[src/rtl/psum_drain.sv]
// Drain stage of the pointwise systolic array: requantizes partial sums and streams them out via a FIFO.
// Optional macro RELU_EN: forces negative activations to zero after clamping.
module psum_drain #(
   parameter int INTER_BITWIDTH = 65,
   parameter int ACT_BITWIDTH   = 16,
   parameter int SHIFT_BITWIDTH = 6,
   parameter int CNT_BITWIDTH   = 16,
   parameter int FIFO_DEPTH     = 8
) (
   input  logic                      clk,
   input  logic                      reset,
   input  logic                      start,
   input  logic [SHIFT_BITWIDTH-1:0] cfg_shift,
   input  logic [CNT_BITWIDTH-1:0]   cfg_num_out,
   input  logic                      psum_valid,
   output logic                      psum_ready,
   input  logic [INTER_BITWIDTH-1:0] psum_in,
   output logic                      act_valid,
   input  logic                      act_ready,
   output logic [ACT_BITWIDTH-1:0]   act_out,
   output logic                      busy,
   output logic                      done,
   output logic                      sat_flag
);

   localparam int PW = $clog2(FIFO_DEPTH);
   localparam int OW = PW + 1;
   localparam int XW = INTER_BITWIDTH + 1;

   localparam logic signed [XW-1:0] ACT_MAX = {{(XW-ACT_BITWIDTH+1){1'b0}}, {(ACT_BITWIDTH-1){1'b1}}};
   localparam logic signed [XW-1:0] ACT_MIN = {{(XW-ACT_BITWIDTH+1){1'b1}}, {(ACT_BITWIDTH-1){1'b0}}};
   localparam logic signed [XW-1:0] RND_ONE = {{(XW-1){1'b0}}, 1'b1};
   localparam logic [SHIFT_BITWIDTH-1:0] SH_ONE  = {{(SHIFT_BITWIDTH-1){1'b0}}, 1'b1};
   localparam logic [CNT_BITWIDTH-1:0]   CNT_ONE = {{(CNT_BITWIDTH-1){1'b0}}, 1'b1};
   localparam logic [PW-1:0]             PTR_ONE = {{(PW-1){1'b0}}, 1'b1};
   localparam logic [OW-1:0]             OCC_ONE = {{(OW-1){1'b0}}, 1'b1};
   localparam logic [OW-1:0]             OCC_MAX = OW'(FIFO_DEPTH);

   typedef enum logic [1:0] {
      IDLE  = 2'd0,
      DRAIN = 2'd1,
      DONE  = 2'd2
   } state_t;

   state_t state, next_state;

   logic [SHIFT_BITWIDTH-1:0] shift_r;
   logic [CNT_BITWIDTH-1:0]   num_r;
   logic [CNT_BITWIDTH-1:0]   accepted_r;
   logic [CNT_BITWIDTH-1:0]   popped_r;
   logic                      s1_valid_r;
   logic [INTER_BITWIDTH-1:0] s1_data_r;
   logic                      s2_valid_r;
   logic [ACT_BITWIDTH-1:0]   s2_data_r;
   logic [ACT_BITWIDTH-1:0]   mem_r [FIFO_DEPTH];
   logic [PW-1:0]             wr_ptr_r;
   logic [PW-1:0]             rd_ptr_r;
   logic [OW-1:0]             count_r;
   logic                      sat_r;

   logic                      start_acc_s;
   logic                      psum_xfer_s;
   logic                      pop_s;
   logic [OW-1:0]             occupancy_s;
   logic signed [XW-1:0]      ext_s;
   logic signed [XW-1:0]      rnd_s;
   logic signed [XW-1:0]      sum_s;
   logic signed [XW-1:0]      shifted_s;
   logic [ACT_BITWIDTH-1:0]   q_s;
   logic                      sat_hit_s;

   assign start_acc_s = start && (state == IDLE);
   // Occupancy counts results still in the pipeline, so a full FIFO can never be overrun.
   assign occupancy_s = count_r + (s1_valid_r ? OCC_ONE : {OW{1'b0}})
                                + (s2_valid_r ? OCC_ONE : {OW{1'b0}});
   assign psum_ready  = (state == DRAIN) && (accepted_r < num_r) && (occupancy_s < OCC_MAX);
   assign psum_xfer_s = psum_valid && psum_ready;
   assign act_valid   = (count_r != {OW{1'b0}});
   assign act_out     = act_valid ? mem_r[rd_ptr_r] : {ACT_BITWIDTH{1'b0}};
   assign pop_s       = act_valid && act_ready;
   assign busy        = (state != IDLE);
   assign done        = (state == DONE);
   assign sat_flag    = sat_r;

   // State register.
   always_ff @(posedge clk) begin
      if (reset) state <= IDLE;
      else       state <= next_state;
   end

   // Next-state decode.
   always_comb begin
      next_state = state;
      case (state)
         IDLE: begin
            if (start) next_state = (cfg_num_out == {CNT_BITWIDTH{1'b0}}) ? DONE : DRAIN;
            else       next_state = IDLE;
         end
         DRAIN: begin
            if (pop_s && ((popped_r + CNT_ONE) == num_r)) next_state = DONE;
            else                                          next_state = DRAIN;
         end
         DONE:    next_state = IDLE;
         default: next_state = IDLE;
      endcase
   end

   // Job configuration, handshake counters and sticky saturation flag.
   always_ff @(posedge clk) begin
      if (reset) begin
         shift_r    <= {SHIFT_BITWIDTH{1'b0}};
         num_r      <= {CNT_BITWIDTH{1'b0}};
         accepted_r <= {CNT_BITWIDTH{1'b0}};
         popped_r   <= {CNT_BITWIDTH{1'b0}};
         sat_r      <= 1'b0;
      end else if (start_acc_s) begin
         shift_r    <= cfg_shift;
         num_r      <= cfg_num_out;
         accepted_r <= {CNT_BITWIDTH{1'b0}};
         popped_r   <= {CNT_BITWIDTH{1'b0}};
         sat_r      <= 1'b0;
      end else begin
         if (psum_xfer_s) accepted_r <= accepted_r + CNT_ONE;
         if (pop_s)       popped_r   <= popped_r + CNT_ONE;
         if (s1_valid_r && sat_hit_s) sat_r <= 1'b1;
      end
   end

   // Requantize: round half up, arithmetic shift, clamp to activation range.
   always_comb begin
      ext_s = {s1_data_r[INTER_BITWIDTH-1], s1_data_r};
      if (shift_r != {SHIFT_BITWIDTH{1'b0}}) rnd_s = RND_ONE <<< (shift_r - SH_ONE);
      else                                   rnd_s = {XW{1'b0}};
      sum_s     = ext_s + rnd_s;
      shifted_s = sum_s >>> shift_r;
      q_s       = shifted_s[ACT_BITWIDTH-1:0];
      sat_hit_s = 1'b0;
      if (shifted_s > ACT_MAX) begin
         q_s       = ACT_MAX[ACT_BITWIDTH-1:0];
         sat_hit_s = 1'b1;
      end else if (shifted_s < ACT_MIN) begin
         q_s       = ACT_MIN[ACT_BITWIDTH-1:0];
`ifdef RELU_EN
         sat_hit_s = 1'b0;
`else
         sat_hit_s = 1'b1;
`endif
      end else begin
         q_s       = shifted_s[ACT_BITWIDTH-1:0];
      end
`ifdef RELU_EN
      if (q_s[ACT_BITWIDTH-1]) q_s = {ACT_BITWIDTH{1'b0}};
      else                     q_s = q_s;
`endif
   end

   // Two-stage pipeline: S1 captures the psum, S2 holds the requantized activation.
   always_ff @(posedge clk) begin
      if (reset) begin
         s1_valid_r <= 1'b0;
         s1_data_r  <= {INTER_BITWIDTH{1'b0}};
         s2_valid_r <= 1'b0;
         s2_data_r  <= {ACT_BITWIDTH{1'b0}};
      end else begin
         s1_valid_r <= psum_xfer_s;
         if (psum_xfer_s) s1_data_r <= psum_in;
         s2_valid_r <= s1_valid_r;
         if (s1_valid_r)  s2_data_r <= q_s;
      end
   end

   // FIFO pointers and occupancy.
   always_ff @(posedge clk) begin
      if (reset) begin
         wr_ptr_r <= {PW{1'b0}};
         rd_ptr_r <= {PW{1'b0}};
         count_r  <= {OW{1'b0}};
      end else begin
         if (s2_valid_r) wr_ptr_r <= wr_ptr_r + PTR_ONE;
         if (pop_s)      rd_ptr_r <= rd_ptr_r + PTR_ONE;
         case ({s2_valid_r, pop_s})
            2'b10:   count_r <= count_r + OCC_ONE;
            2'b01:   count_r <= count_r - OCC_ONE;
            default: count_r <= count_r;
         endcase
      end
   end

   // FIFO storage; stale entries are masked by act_valid so no reset is needed.
   always_ff @(posedge clk) begin
      if (s2_valid_r) mem_r[wr_ptr_r] <= s2_data_r;
   end

endmodule

[config.mk]
export PLATFORM = sky130hd
export DESIGN_NAME = psum_drain
export DESIGN_NICKNAME = d
export VERILOG_FILES = /design/src/rtl/psum_drain.sv
export SDC_FILE = /design/constraint.sdc
export NUM_CORES = 1
export LEC_CHECK = 0
export BUFFER_PORTS_ARGS = -buffer_cell sky130_fd_sc_hd__buf_2
export CAP_MARGIN = 5
export CELL_PAD_IN_SITES_DETAIL_PLACEMENT = 1
export CELL_PAD_IN_SITES_GLOBAL_PLACEMENT = 2
export CORE_MARGIN = 2
export CORE_UTILIZATION = 38
export DETAILED_ROUTE_END_ITERATION = 16
export GPL_TIMING_DRIVEN = 1
export PLACE_DENSITY = 0.85
export REMOVE_ABC_BUFFERS = 1
export SYNTH_ARGS = -nofsm -noshare
export SYNTH_HDL_FRONTEND = slang
export SYNTH_SLANG_ARGS = --single-unit
[constraint.sdc]
create_clock -name clk -period 7.3 [get_ports clk]
set_input_delay 0.365 -clock clk [delete_from_list [all_inputs] [get_ports clk]]
set_output_delay 0.365 -clock clk [all_outputs]
set_load 0.05 [all_outputs]
Word-level counts from Yosys, hierarchy flattened
Memory sizes are Yosys's and may differ from the RTL's. A register that Yosys moved wholly into a read port is not among the register bits. Index checks and enable logic that the tools add are counted.

Bits in registers: 150. Bits in latches: 0. RAM bits: 128. ROM bits: 0. Input bits: 92. Output and inout bits: 21. Logic and storage cells: 66. Memories kept: 1.

Add/subtract/negate cells: 10. Multipliers: 0. Divide/modulo/power cells: 0. Order comparisons: 4. Equal/unequal tests: 5. Shifts and indexed selects: 2. Mux-type cells: 17. Bitwise operators: 0. Reduce and logical (&&, ||, !) cells: 14.

Memories: mem_r (depth 8, width 16, rd ports 1, clocked after Yosys merged registers in 1, write ports 1, line 55) `logic [ACT_BITWIDTH-1:0] mem_r [FIFO_DEPTH];`.

Operator list (number): $add 65x66->66 (1); $gt 66x16->1 const B (1); $lt 66x16->1 const B (1); $mux 66 (1); $sshl 2x6->66 const A (1); $sshr 66x6->66 (1); $mux 16 (3); $add 16x1->16 const B (2); $eq 16x16->1 (1); $logic_not 16->1 (1); $lt 16x16->1 (1); $add 4x1->4 (2); $pmux 4 s2 (1); $logic_and 1x1->1 (7); $add 3x1->3 const B (2); $mux 1 (6); $mux 2 (3); $mux 3 (2); $reduce_bool 6->1 (1); $sub 6x1->6 const B (1); $add 4x1->4 const B (1); $eq 2x1->1 const B (2); $eq 2x2->1 const B (2); $lt 4x4->1 const B (1); other kinds (6) (7).

Depth between registers and ports, before layout
Word-level depth: 9. Mapped depth: 29.

Worst setup path after synthesis
No wires, ideal clock.

Path kind: flip-flop to flip-flop. Start: register shift_r[5]. End: register s2_data_r[4]. Setup time: 0.115 ns. Data arrival time: 6.472 ns. Required time: 7.185 ns. Slack: 0.714 ns. Cell stages (with the launch flop): 26. Path buffers: 6. Period minus slack after synthesis: 6.586 ns. Cell sequence: dfxtp_1 > clkbuf_1 > clkbuf_1 > clkbuf_1 > buf_1 > clkbuf_1 > nor2_1 > ha_1 > fa_1 > a211oi_1 > o21a_1 > nor4_2 > or3_4 > a21oi_2 > xnor2_1 > a222oi_1 > nand2_1 > mux4_2 > a21o_1 > a22o_1 > nor4_1 > nand3_1 > or4_1 > a21bo_2 > buf_6 > o21a_1.

Cells in the longest elaborated chain, start to end: 8. Elaborated cells between the ends (all ways): 10. Classes of those cells: add/sub: 2; order compare: 2; shift: 2; mux: 3; reduce/logical: 1.

Ends and longest elaborated chain: from (decl) (line 47) `logic [SHIFT_BITWIDTH-1:0] shift_r;`; from (signal assigned) (line 111) `shift_r <= {SHIFT_BITWIDTH{1'b0}};`; from (signal assigned) (line 117) `shift_r <= cfg_shift;`; $sub 6x1->6 (line 132) `if (shift_r != {SHIFT_BITWIDTH{1'b0}}) rnd_s = RND_ONE <<< (shift_r - SH_ONE);`; $sshl 2x6->66 (line 132); $mux 66 (line 132); $add 65x66->66 (line 134) `sum_s = ext_s + rnd_s;`; $sshr 66x6->66 (*) (line 135) `shifted_s = sum_s >>> shift_r;`; $lt 66x16->1 (line 141) `end else if (shifted_s < ACT_MIN) begin`; $mux 16 (line 141); $mux 16 (*) (line 138) `if (shifted_s > ACT_MAX) begin`; to (signal assigned) (line 163) `s2_data_r <= {ACT_BITWIDTH{1'b0}};`; to (signal assigned) (line 168) `if (s1_valid_r) s2_data_r <= q_s;`; to (decl) (line 54) `logic [ACT_BITWIDTH-1:0] s2_data_r;`.

Mark *: on every way between the ends. The rest lies on a longest branch, timed or not. A chain may end at the register's enable or synchronous reset.

Final worst setup path
Start: register shift_r[0]. End: register s2_data_r[9].

The elaborated chain is that of the path after synthesis.

==> results.txt <==
The flow ran to the end, and the final reports show no timing, DRC or antenna violations. The count of placed standard cells including taps came out at about 4100. A synthesized cell averages 7.92 um2.

Setup repair after global routing could not meet its margin everywhere. The endpoint kind of the worst setup timing path is a register. The initial antenna violation count came to 4. The sequential cell area fraction in the yosys report is 28.8%.

The fraction of layout cells with a size suffix above 1 is 21.8%. Fill cells in the final layout number about 7600. The area enclosed by the die boundary came out at 0.0652 mm2. The beginning of the worst hold path is psum_in[52]. The residual antenna-violating net count after detailed routing came out at 0.

The worst voltage drop across the vdd grid came out at about 0.16 mV. The delay contributed by the slowest stage of the critical path is 0.52 ns. For this run, the top clock speed supported by timing is 0.140 GHz.

The number of nets at the end of the flow came out at 3581. The wire length of the first global-routing pass is 186000 um. The detailed router finished its first iteration with between 2000 and 2500 violations.

The horizontal die dimension came out at 255 um. sky130_fd_sc_hd__edfxtp_1 takes more of the synthesized area than any other cell. The met2 wirelength from detailed routing is 59200 um.

Counting the buffers created by CTS gives 35. The residual overflow from global routing is 0. For the pin with the worst max-slew slack, the measured transition is roughly 1.2 ns.

The sequential standard cell area came out at 0.00691 mm2. The leakage power summed over all cells came out at roughly 11 nW. Buffers placed on the I/O ports in this run total 112. The core outline area is 0.0627 mm2. The length of routed wiring on met1 is 51200 um. The TritonCTS clock tree is done. The clock tree synthesis step divided the H-tree into 2 levels.

The number of flops mapped to enable cells by yosys is 128. After detailed routing, the met3 layer carries 7210 um of wire. The final cell count without fillers came out at 4276.

The reported max-cap violation count is 0. The setup clock skew after layout is 0.0496 ns. The worst setup path is launched from a register. The vertical die dimension came out at 255 um. The cell area after technology mapping came out at between 0.02 and 0.025 mm2. The share of Yosys cell area claimed by the top area cell type came out at 16.0%. The fraction of registers with async set or reset after synthesis came out at 0%. In the synthesized netlist the dominant register cell turns out to be sky130_fd_sc_hd__dfxtp_1.

For this run, the number of Yosys warnings is 0. The final critical path time including I/O delays and setup came out at between 7 and 8 ns. The normalized max-slew margin came out at a little over a fifth. Together, buffers and inverters on the worst path number 4. After clock tree synthesis, the clock-pin slew on the worst setup and hold paths is 0.06 ns. After detailed placement, the total cell area comes to 0.0277 mm2. The total count of hold-check failures in the final report came out at 0. The largest net degree at the start of global routing came out at 75. The starting density of the core came out at 38.3%.

The average wire per cell in the routed design is 29.5 um. The via count of the first global-routing pass is roughly 28000. Dividing total power by cell area gives a power density of 168 mW/mm2. For the worst setup path, the data required time is 7.81 ns. The number of placed I/O pins is 113. Yosys attributes the largest share of cell area to sky130_fd_sc_hd__edfxtp_1, sky130_fd_sc_hd__dfxtp_1, sky130_fd_sc_hd__nand2_1. The worst path setup slack after routing came out at 0.172 ns.

The multi-input combinational cell area is 0.0163 mm2. The number of detailed-route iterations in the first pass came out at 5. On the critical path the largest part of the delay comes from compound AO/OA/AOI/OAI gates.

The final instance area came out at 0.0297 mm2. Synthesis inferred ~280 register bits. The floorplan row count is 92.

The worst hold-check slack came out at roughly 0.022 ns. Detailed routing inserted a total of about 27000 vias. Leaving out fill and tap cells, the most frequent cell in the layout is sky130_fd_sc_hd__nand2_1. The final max-slew violation count came to 0. The maximum buffer depth of the clock tree came out at 3. The all-layer global routing usage is 37.6%. The area overhead of the layout relative to synthesis is 23.6%. Routed signal wires occupy layers up through met4. The worst path arrival time is 7.64 ns. The post-detailed-route via-to-cell ratio is around 6.4.

Leaving out fill and tap cells, the most frequent cells in the layout are sky130_fd_sc_hd__nand2_1, sky130_fd_sc_hd__buf_4, sky130_fd_sc_hd__nor2_1, sky130_fd_sc_hd__a21oi_1, sky130_fd_sc_hd__dfxtp_1. The final HPWL from detailed placement came out at roughly 99000 um. The post-synthesis cell type count came out at 113.

The post-route DRC violation count is 0. For this design, the sink count on the clock tree is about 280. The largest fanout of any net on the critical path is 21. The worst hold path belongs to the class input pin to register. The clock latency reported for the late side of the worst-skew pair came out at 0.61 ns.

After detailed routing, the total wire length is approximately 130000 um. The critical path is of the register to register type. The final weighted congestion in routability-driven placement is approximately 1.0. The root buffer selected by CTS is sky130_fd_sc_hd__clkbuf_16. The slowest stage of the critical path is the sky130_fd_sc_hd__a2111oi_2 cell.

Timing analysis after detailed placement gives a worst setup slack of -0.139 ns. In this run the worst setup path begins at shift_r[0]$_SDFFE_PP0P_. In this run the critical register-to-register path is launched from shift_r[0]$_SDFFE_PP0P_. The final worst-path cycle share came out at a little over nine tenths. The cell count after synthesis is 3032. Setup violations remaining at the end of the flow were counted as 0.
==> power breakdown <==
part	switching [mW]	internal, mW	leakage, nW	total, mW
registers	0.0513	1.69	2.43	1.74
logic	0.931	0.544	8.16	1.47
clock network	0.774	1.01	0.566	1.78
==> what timing repair did <==
item / 4_1_cts / 5_1_grt
resized for setup: 4 / 69
setup endpoints to repair: 15 / 16
pin swaps: 0 / 5
hold endpoints to repair: 55 / 0
hold buffers: 55 / 0
buffers inserted: 0 / 7
==> per-layer routing <==
layer | vias up | GRT usage [%]
met5 | - | 0
met4 | 0 | 21.4
met3 | 333 | 5.32
met2 | 1065 | 63.3
met1 | 13600 | 46.0
li1 | 12200 | -
==> sequential cells by signal, summed over array words and instances, names as in the netlist, 4 cells and up, named ones only <==
name / cells
mem_r: 128
s1_data_r: 65
accepted_r: 16
num_r: 16
popped_r: 16
s2_data_r: 16
shift_r: 6
count_r: 4
==> per-stage QoR <==
stage	TNS [ns]	power, mW	util [%]
after global routing	-0.406	5.17	47.3
after CTS	0	4.99	46.8
after global placement	-0.0519	3.14	44.1
after detailed placement	-0.694	3.17	44.1
final	0	5.00	47.3
after floorplan	-33.01	2.52	-
==> worst reg2reg max path, stage by stage, from the launching register on <==
cell                        delay [ns]
sky130_fd_sc_hd__dfxtp_2          0.41
sky130_fd_sc_hd__clkinv_1         0.16
sky130_fd_sc_hd__buf_4            0.26
sky130_fd_sc_hd__nor2_1           0.28
sky130_fd_sc_hd__nand2_1          0.19
sky130_fd_sc_hd__nor2_1           0.23
sky130_fd_sc_hd__ha_1             0.25
sky130_fd_sc_hd__fa_1             0.26
sky130_fd_sc_hd__a211oi_2         0.11
sky130_fd_sc_hd__o21a_1           0.25
sky130_fd_sc_hd__nor4_4           0.43
sky130_fd_sc_hd__o2111a_1         0.46
sky130_fd_sc_hd__nor3_1           0.11
sky130_fd_sc_hd__a2111oi_2        0.52
sky130_fd_sc_hd__buf_4            0.20
sky130_fd_sc_hd__nand4_1          0.26
sky130_fd_sc_hd__a222oi_1         0.40
sky130_fd_sc_hd__o211ai_1         0.26
sky130_fd_sc_hd__o221ai_2         0.34
sky130_fd_sc_hd__and4_1           0.24
sky130_fd_sc_hd__nand4bb_1        0.13
sky130_fd_sc_hd__o41ai_2          0.41
sky130_fd_sc_hd__nand4_2          0.19
sky130_fd_sc_hd__buf_12           0.19
sky130_fd_sc_hd__a221oi_1         0.34
sky130_fd_sc_hd__o21a_1           0.17
==> final timing paths <==
check	endpoint	slack [ns]	depth (start not counted)
worst max-delay path	s2_data_r[9]$_SDFFE_PP0P_	0.17	25
worst min-delay path	s1_data_r[52]$_SDFFE_PP0P_	0.02	3
worst max register to register	s2_data_r[9]$_SDFFE_PP0P_	0.17	25
worst min register to register	s1_data_r[37]$_SDFFE_PP0P_	0.46	2
==> area by class of cell <==
class,instances,area share (%)
Antenna cell,3,0.0253
Clock buffer,43,3.19
Clock inverter,21,0.671
Inverter,61,0.772
Multi-Input combinational cell,2482,55.0
Sequential cell,281,23.3
Tap cell,846,3.57
Timing Repair Buffer,539,13.4
==> synth_stat cells (all sizes together) (11+ instances only) <==
cell     number
mux2         21
o21a         35
inv          60
and4         21
or4          16
nor3        107
o21ai       155
mux2i        77
xor2         37
a211oi       43
xnor2        58
nand2b       16
dfxtp       153
a22oi        14
a221oi       29
and2         22
a31oi        33
o31ai        11
and3         18
a2111oi      19
nand3        64
clkbuf      128
o221ai       20
nor4         45
a21o         40
nand2       437
or3          34
or2          22
o22ai        28
o211ai       44
buf          80
mux4         42
nand4        85
o32ai        12
a21oi       276
ha           87
o211a        13
nor2        328
a211o        13
o2111ai      14
edfxtp      128
==> logic make-up (layout without fill, tap and decap cells) <==
kind of cell / Yosys count / in the layout / share of synthesized area [%]
multiplexers: 140 / 140 / 8.13
XOR/XNOR: 95 / 95 / 3.50
AO/OA/AOI/OAI: 920 / 920 / 26.1
other: 1 / 4 / 0.0156
buffers and inverters: 269 / 664 / 4.56
flip-flops: 281 / 281 / 28.8
adder cells (fa/ha/maj): 89 / 89 / 4.70
AND/OR/NAND/NOR: 1237 / 1237 / 24.2
Note: power is estimated with default switching activity, not from simulation.
